[config.mk]
export PLATFORM = sky130hd
export DESIGN_NAME = mac_sequencer
export DESIGN_NICKNAME = d
export VERILOG_FILES = /design/src/rtl/mac_seq_pkg.sv /design/src/rtl/mac_seq_regs.sv /design/src/rtl/mac_sequencer.sv
export SDC_FILE = /design/constraint.sdc
export NUM_CORES = 1
export LEC_CHECK = 0
export CORE_MARGIN = 1
export CORE_UTILIZATION = 40
export CTS_CLUSTER_SIZE = 24
export DETAILED_ROUTE_END_ITERATION = 6
export SYNTH_ARGS = -nofsm -noshare
export SYNTH_HDL_FRONTEND = slang
export SYNTH_HIERARCHICAL = 1
export SYNTH_SLANG_ARGS = --single-unit
[constraint.sdc]
create_clock -name clk -period 4.9 [get_ports clk]
set_input_delay 0.735 -clock clk [delete_from_list [all_inputs] [get_ports clk]]
set_output_delay 0.735 -clock clk [all_outputs]
set_load 0.005 [all_outputs]
[src/rtl/mac_seq_pkg.sv]
// Shared types and constants for the MAC sequencer: FSM states, CSR word offsets
// and the fp_mac register addresses it drives.
package mac_seq_pkg;

  typedef enum logic [3:0] {
    IDLE,
    FETCH_W,
    WAIT_W,
    FETCH_X,
    WAIT_X,
    WR_A,
    WR_B,
    WR_C,
    RD_RES,
    RD_CAP,
    DONE
  } state_t;

  localparam logic [2:0] CSR_CTRL   = 3'd0;
  localparam logic [2:0] CSR_STATUS = 3'd1;
  localparam logic [2:0] CSR_W_BASE = 3'd2;
  localparam logic [2:0] CSR_X_BASE = 3'd3;
  localparam logic [2:0] CSR_LEN    = 3'd4;
  localparam logic [2:0] CSR_BIAS   = 3'd5;
  localparam logic [2:0] CSR_RESULT = 3'd6;

  localparam logic [2:0] MAC_ADDR_A = 3'd0;
  localparam logic [2:0] MAC_ADDR_B = 3'd1;
  localparam logic [2:0] MAC_ADDR_C = 3'd2;

endpackage

[src/rtl/mac_seq_regs.sv]
// CSR slave for the MAC sequencer: configuration registers, start pulse,
// sticky done flag, result capture and the level interrupt.
module mac_seq_regs
  import mac_seq_pkg::*;
#(
  parameter int LEN_W = 16
) (
  input  logic             clk,
  input  logic             reset,
  input  logic [2:0]       s_address,
  input  logic [31:0]      s_writedata,
  input  logic             s_write,
  input  logic             s_read,
  output logic [31:0]      s_readdata,
  input  logic             busy,
  input  logic             done_set,
  input  logic [31:0]      result_in,
  output logic             start_pulse,
  output logic             irq,
  output logic [31:0]      w_base,
  output logic [31:0]      x_base,
  output logic [31:0]      bias,
  output logic [LEN_W-1:0] len
);

  logic        done_q;
  logic        irq_en_q;
  logic [31:0] result_q;
  logic [31:0] rd_mux;

  always_comb begin
    rd_mux = 32'd0;
    case (s_address)
      CSR_CTRL:   rd_mux = {30'd0, irq_en_q, 1'b0};
      CSR_STATUS: rd_mux = {30'd0, done_q, busy};
      CSR_W_BASE: rd_mux = w_base;
      CSR_X_BASE: rd_mux = x_base;
      CSR_LEN:    rd_mux = 32'(len);
      CSR_BIAS:   rd_mux = bias;
      CSR_RESULT: rd_mux = result_q;
      default:    rd_mux = 32'd0;
    endcase
  end

  always_ff @(posedge clk) begin
    if (reset) begin
      start_pulse <= 1'b0;
      done_q      <= 1'b0;
      irq_en_q    <= 1'b0;
      result_q    <= 32'd0;
      w_base      <= 32'd0;
      x_base      <= 32'd0;
      bias        <= 32'd0;
      len         <= '0;
      s_readdata  <= 32'd0;
    end else begin
      start_pulse <= 1'b0;
      if (s_write) begin
        case (s_address)
          CSR_CTRL: begin
            irq_en_q <= s_writedata[1];
            if (s_writedata[0] && !busy) begin
              start_pulse <= 1'b1;
              done_q      <= 1'b0;
            end
          end
          CSR_STATUS: if (s_writedata[1]) done_q <= 1'b0;
          CSR_W_BASE: if (!busy) w_base <= s_writedata;
          CSR_X_BASE: if (!busy) x_base <= s_writedata;
          CSR_LEN:    if (!busy) len <= s_writedata[LEN_W-1:0];
          CSR_BIAS:   if (!busy) bias <= s_writedata;
          default: ;
        endcase
      end
      // completion wins over a same-cycle write-1-clear
      if (done_set) begin
        done_q   <= 1'b1;
        result_q <= result_in;
      end
      if (s_read) s_readdata <= rd_mux;
    end
  end

  assign irq = done_q & irq_en_q;

endmodule

[src/rtl/mac_sequencer.sv]
// Dot-product sequencer: fetches w[i], x[i] over the read master and folds them
// into acc through an external fp_mac (acc = acc + w*x) for LEN elements.
//   state   | meaning
//   IDLE    | waiting for start
//   FETCH_W | request w[i], hold until accepted
//   WAIT_W  | wait for w[i] data
//   FETCH_X | request x[i], hold until accepted
//   WAIT_X  | wait for x[i] data
//   WR_A    | write w to fp_mac
//   WR_B    | write x to fp_mac
//   WR_C    | write acc to fp_mac
//   RD_RES  | read fp_mac result
//   RD_CAP  | capture result into acc, advance i
//   DONE    | publish RESULT, set done
module mac_sequencer
  import mac_seq_pkg::*;
#(
  parameter int LEN_W  = 16,
  parameter int STRIDE = 4
) (
  input  logic        clk,
  input  logic        reset,
  input  logic [2:0]  s_address,
  input  logic [31:0] s_writedata,
  input  logic        s_write,
  input  logic        s_read,
  output logic [31:0] s_readdata,
  output logic [31:0] m_address,
  output logic        m_read,
  input  logic        m_waitrequest,
  input  logic [31:0] m_readdata,
  input  logic        m_readdatavalid,
  output logic [2:0]  mac_address,
  output logic [31:0] mac_writedata,
  output logic        mac_write,
  output logic        mac_read,
  input  logic [31:0] mac_readdata,
  output logic        irq
);

  state_t            state_q, state_d;
  logic [LEN_W-1:0]  i_q, i_next, len;
  logic [31:0]       acc_q, w_q, x_q;
  logic [31:0]       w_base, x_base, bias, offset;
  logic              start_pulse, done_set, busy;

  // a start accepted last cycle already counts as busy so a back-to-back start is refused
  assign busy   = (state_q != IDLE) || start_pulse;
  assign i_next = i_q + LEN_W'(1);
  assign offset = 32'(i_q) * 32'(STRIDE);

  mac_seq_regs #(.LEN_W(LEN_W)) u_regs (
    .clk         (clk),
    .reset       (reset),
    .s_address   (s_address),
    .s_writedata (s_writedata),
    .s_write     (s_write),
    .s_read      (s_read),
    .s_readdata  (s_readdata),
    .busy        (busy),
    .done_set    (done_set),
    .result_in   (acc_q),
    .start_pulse (start_pulse),
    .irq         (irq),
    .w_base      (w_base),
    .x_base      (x_base),
    .bias        (bias),
    .len         (len)
  );

  always_ff @(posedge clk) begin
    if (reset) state_q <= IDLE;
    else       state_q <= state_d;
  end

  always_comb begin
    state_d       = state_q;
    m_read        = 1'b0;
    m_address     = 32'd0;
    mac_address   = MAC_ADDR_A;
    mac_writedata = 32'd0;
    mac_write     = 1'b0;
    mac_read      = 1'b0;
    done_set      = 1'b0;
    case (state_q)
      IDLE:    if (start_pulse) state_d = (len == '0) ? DONE : FETCH_W;
      FETCH_W: begin
        m_read    = 1'b1;
        m_address = w_base + offset;
        if (!m_waitrequest) state_d = WAIT_W;
      end
      WAIT_W:  if (m_readdatavalid) state_d = FETCH_X;
      FETCH_X: begin
        m_read    = 1'b1;
        m_address = x_base + offset;
        if (!m_waitrequest) state_d = WAIT_X;
      end
      WAIT_X:  if (m_readdatavalid) state_d = WR_A;
      WR_A: begin
        mac_write     = 1'b1;
        mac_address   = MAC_ADDR_A;
        mac_writedata = w_q;
        state_d       = WR_B;
      end
      WR_B: begin
        mac_write     = 1'b1;
        mac_address   = MAC_ADDR_B;
        mac_writedata = x_q;
        state_d       = WR_C;
      end
      WR_C: begin
        mac_write     = 1'b1;
        mac_address   = MAC_ADDR_C;
        mac_writedata = acc_q;
        state_d       = RD_RES;
      end
      RD_RES: begin
        mac_read = 1'b1;
        state_d  = RD_CAP;
      end
      RD_CAP:  state_d = (i_next == len) ? DONE : FETCH_W;
      DONE: begin
        done_set = 1'b1;
        state_d  = IDLE;
      end
      default: state_d = IDLE;
    endcase
  end

  always_ff @(posedge clk) begin
    if (reset) begin
      i_q   <= '0;
      acc_q <= 32'd0;
      w_q   <= 32'd0;
      x_q   <= 32'd0;
    end else begin
      case (state_q)
        IDLE: if (start_pulse) begin
          acc_q <= bias;
          i_q   <= '0;
        end
        WAIT_W: if (m_readdatavalid) w_q <= m_readdata;
        WAIT_X: if (m_readdatavalid) x_q <= m_readdata;
        RD_CAP: begin
          acc_q <= mac_readdata;
          i_q   <= i_next;
        end
        default: ;
      endcase
    end
  end

endmodule

# Word-level counts from Yosys, hierarchy flattened
# Index checks and enable logic that the tools add are counted.
[word_totals] register_bits=295
[op_classes] addsub=3 n_eq_ne=24 muxes=26 bitwise_logic=4 n_reduce_logical=23
[op_table] operator="32-bit one-hot mux with 7 select lines" count=1
[op_table] operator="32-bit one-hot mux with 2 select lines" count=2
[op_table] operator="32-bit one-hot mux with 3 select lines" count=1
[op_table] operator="32-bit by 18-bit adder with 32-bit output" count=2
[op_table] operator="4-bit one-hot mux with 10 select lines" count=1
[op_table] operator="32-bit 2-to-1 mux" count=1
[op_table] operator="16-bit one-hot mux with 2 select lines" count=1
[op_table] operator="4-bit 2-to-1 mux" count=7
[op_table] operator="16-bit by 1-bit adder with 16-bit output (second input constant)" count=1
[op_table] operator="16-bit equality test" count=1
[op_table] operator="4-bit by 3-bit equality test with 1-bit output (second input constant)" count=4
[op_table] operator="16-bit zero test" count=1
[op_table] operator="16-bit 2-to-1 mux" count=1
[op_table] operator="4-bit equality test (second input constant)" count=3
[op_table] operator="3-bit AND reduction" count=4
[op_table] operator="3-bit equality test (second input constant)" count=3
[op_table] operator="1-bit 2-to-1 mux" count=9
[op_table] operator="4-bit by 2-bit equality test with 1-bit output (second input constant)" count=2
[op_table] operator="2-bit != test (second input constant)" count=4
[op_table] operator="2-bit AND reduction" count=4
[op_table] operator="3-bit by 2-bit equality test with 1-bit output (second input constant)" count=2
[op_table] operator="3-bit OR reduction" count=2
[op_table] operator="5-bit AND reduction" count=1
[op_table] operator="4-bit by 1-bit equality test with 1-bit output (second input constant)" count=1
[op_table] operator="other kinds (18)" count=21

# Logic depth before layout (Yosys ltp)
[logic_depth] ltp_word=8 depth_mapped=18

# Hierarchy
# Netlist, hierarchy kept.
[by_module_without_submodules] module="mac_sequencer" n_inst=1 cells_each=1092 area_per_inst_um2=7749.9
[by_module_without_submodules] module="mac_seq_regs" n_inst=1 cells_each=854 area_per_inst_um2=7248.2

# Least setup slack after synthesis
# OpenSTA, ideal clock, no wires.
[synth_timing] path_kind="reg2out" from="register state_q[0]" to="output m_address[20]" t_arrival_ns=3.830 setup_slack_ns=0.335 stages_incl_launch_ff=18 n_path_buf=7 cell_sequence="dfxtp_1 buf_4 and4bb_1 buf_4 buf_2 buf_2 buf_1 mux2_2 ha_1 clkbuf_1 a21o_1 a21o_1 a21oi_1 o22ai_1 or4_1 clkbuf_1 a21o_1 a21oi_1"
[synth_between] elab_chain_cells=2 word_cells_on_any_way=3 cone_classes="eq/ne (2); mux (1)"
[synth_lines] item="from (decl)" line="mac_sequencer.sv:41" rtl="state_t state_q, state_d;"
[synth_lines] item="from (signal assigned)" line="mac_sequencer.sv:73" rtl="else state_q <= state_d;"
[synth_lines] item="4-bit by 2-bit equality test with 1-bit output or 4-bit by 1-bit equality test with 1-bit output (tied branches)" line="mac_sequencer.sv:85" rtl="case (state_q)"
[synth_lines] item="32-bit one-hot mux with 2 select lines *" line="mac_sequencer.sv:85"
[synth_lines] item="to (decl)" line="mac_sequencer.sv:28" rtl="output logic [31:0] m_address,"
# Mark *: on every way between the ends. The rest lies on a longest branch, timed or not.

# Worst setup path in the final report
[layout_timing] from="register state_q[2]" to="output m_address[29]"
# The elaborated chain is that of the path after synthesis.

==> metrics.txt <==
CP Data Required Time=between 4 and 5 ns; CTS clk-pin slew, worst paths=0.06 ns; max layer used=met5; post-synthesis cell type count=72; Die W=196 µm; Synth Area in Adders=1.80%; synthesized area=approximately 15000 µm²; io pins=208; largest family of logic cells by synthesized area=simple AND/OR/NAND/NOR gates; mux share of post-synthesis cell area=8.34%; Synth Area per Inst=7.71 µm²; max cap viols=0; Via Count=between 10000 and 15000; CTS tree=done; violated checks=design-rule violations; Critical Path End=m_address[29]; Pleak=6.23 nW; Seq/Total Area, Yosys=39.4%; Post-Synthesis Cells=1946; Max Freq=205 MHz; peak supply drop=177 µV; Critical Path Source=state_q[2]; gr usage total=25.8%; crit start category=register; hold slack=0.453 ns; met3 WL=4100 µm; # rows=70; Nets=around 2200; wire length per cell=between 15 and 20 µm; Most used DFF post-synth=dfxtp_1; Initial Util=40.8%; detailed-placement wirelength estimate=around 36000 µm; DR pass1 iterations=7; M1 WL=24800 µm; RR Startpoint=i_q[0]; Synth Area in XOR/XNOR=2.22%; Reg-to-Reg End=state_q[0]; Iter 0 DRT Violations=1238; Fin Setup TNS=0 ns; Skew-Pair Late Insertion Delay=0.53 ns; die height=196 µm; unrepaired setup endpoints after global routing=true; Port Buffers=between 200 and 250; Final ANT Viol Nets=0; compound-gate portion of the synthesized area=20.3%; Hold Violations, Final=0; H-tree Lvls=2; final-report setup violation count=0; worst-path maximum fanout=11; most numerous cell in the Yosys netlist=nand2_1; most area-consuming cells after synthesis=dfxtp_1 39%, nand2_1 12%, a21oi_1 8.2%, mux2i_1 5.3%, nor2_1 5.2%; Yosys top cell by area=dfxtp_1; vias in the first global route=13110; clock skew=0.0200 ns; first-pass GRT wire length=78400 µm; met2 routed WL=21100 µm; period utilization=between 90% and 100%; Synthesized Nets=2072; die area=38300 µm²; flop2flop setup slack=1.84 ns; status=finished with violations; initial antenna violation count=2; CP Class=register to output port; share of the synthesized area in the top cell type=39.4%; pwr/cell area=302 nW/µm²; synth warn=6; Max Transition Viols Final=0; minimum clock period=4.87 ns; Worst Hold Class=register to register; Seq cells post-synth=295; Core Footprint=roughly 37000 µm²; Area growth, synth to finish=25.8%; root buffer cell=clkbuf_16; Async SR Flop Fraction=0%; Worst EP arrival=4.13 ns; worst r2r path cells=9; Residual DRC=1; layout cell share with drive strength beyond 1=9.80%; Max-Slew Margin vs Limit=14.6%; crit path capture type=output port; EDFF count, synth=0; Longest Clk Path Bufs=3; final wirelength=50700 µm; Placer Congestion=0.922; vias per cell=5.63; GR Overflow Total=0; actual slew at the worst max-slew pin=around 1.3 ns; largest net degree at the start of global routing=104; Simple-Gate Fraction of Synth Area=around 23%; commonest cells in the netlist=468 x nand2_1, 295 x dfxtp_1, 247 x a21oi_1; Num CTS Buffers=35; # clock sinks=295
[worst max-delay path, cell delays in order (launching register included)]
cell	delay [ns]
dfxtp_1	0.32
and4bb_4	0.40
buf_12	0.16
mux2_2	0.37
ha_4	0.30
a21oi_1	0.09
a2bb2oi_2	0.18
nor4b_2	0.16
buf_4	0.16
or4_4	0.57
a211oi_2	0.23
xor2_1	0.09
nor2_1	0.09
clkdlybuf4s50_1	0.51
[layout by cell type, fill, tap and decap left out, types with 8 or more instances in the layout]
master,n
xor2_1,21
a21o_1,12
a22o_1,44
nor2_1,205
ha_1,8
a21oi_1,241
a22oi_1,18
clkdlybuf4s50_1,198
buf_4,46
clkbuf_16,36
clkbuf_8,12
nand3_1,24
nand4_1,9
clkinv_2,9
nor2b_1,8
ha_4,11
mux2_2,37
a222oi_1,14
o21ai_0,38
xnor2_1,17
and3_1,11
dfxtp_1,294
nor4_1,11
inv_1,14
a211oi_1,20
nand2_1,467
a311oi_1,38
nor3_1,17
mux2i_1,80
[stage by stage]
| step | worst slack, ns | total power [mW] | cell area [µm²] | instances | utilization, % |
|---|---|---|---|---|---|
| after global placement | 0.217 | 3.15 | 17300 | 2501 | 47.0 |
| final | 0.0322 | 5.70 | 18900 | 2572 | 51.3 |
| after detailed placement | 0.160 | 3.15 | 17300 | 2501 | 47.0 |
| after floorplan | 0.335 | 2.89 | 15000 | 1946 | - |
| after CTS | 0.0137 | 5.74 | 18600 | 2568 | 50.7 |
| after global routing | -0.102 | 5.90 | 18900 | 2571 | 51.3 |
[state kept, by name (all words and copies together) (netlist names)]
register and cells:
w_q 32, u_regs/len 16, acc_q 32, i_q 16
u_regs/irq_en_q 1, u_regs/x_base 32, u_regs/w_base 32, u_regs/bias 32
u_regs/s_readdata 32, x_q 32, u_regs/result_q 32, u_regs/done_q 1
u_regs/start_pulse 1, state_q 4
[worst min path at each step]
| stage | from | end | slack [ns] | cells after the start |
|---|---|---|---|---|
| 4_1_cts | w_q[10] | w_q[10] | 0.45 | 2 |
| 5_1_grt | w_q[31] | w_q[31] | 0.47 | 2 |
| 3_3_place_gp | w_q[11] | w_q[11] | 0.44 | 2 |
| 2_1_floorplan | w_q[0] | w_q[0] | 0.44 | 2 |
| 3_5_place_dp | w_q[0] | w_q[0] | 0.45 | 2 |
| 6_report | x_q[23] | x_q[23] | 0.45 | 2 |
[metal layers]
layer / vias to the layer above / GRT usage [%]
met1: 6871 / 40.0
met5: - / 0
met2: 548 / 37.3
met4: 2 / 4.35
met3: 46 / 4.21
li1: 7024 / -
[power by group]
group | internal (mW) | leakage [nW] | switching (mW) | total [mW]
Combinational | 0.235 | 3.26 | 0.374 | 0.608
Clock | 1.53 | 0.585 | 1.05 | 2.58
Sequential | 2.46 | 2.38 | 0.0503 | 2.51
[cell families (layout without fill, tap and decap cells)]
group / Yosys count / count (layout)
AND/OR/NAND/NOR: 813 / 813
other: 1 / 2
AO/OA/AOI/OAI: 480 / 480
flip-flops: 295 / 295
multiplexers: 120 / 120
XOR/XNOR: 38 / 38
adder cells (fa/ha/maj): 21 / 21
buffers and inverters: 178 / 335
[timing repair]
| item | CTS | global route |
|---|---|---|
| resized for setup | 31 | 37 |
| setup endpoints to repair | 18 | 13 |
| pin swaps | 6 | 9 |
| hold buffers | 0 | 0 |
| setup buffers | 3 | 3 |
[cell type report]
class	instances	area [µm²]
Clock inverter	12	78.8
Fill cell	3534	17900
Inverter	16	60.1
Multi-Input combinational cell	1473	8660
Tap cell	468	586
Clock buffer	52	1080
Timing Repair Buffer	255	2490
Sequential cell	295	5910
Antenna cell	1	2.50
(Power assumes the default switching activity.)
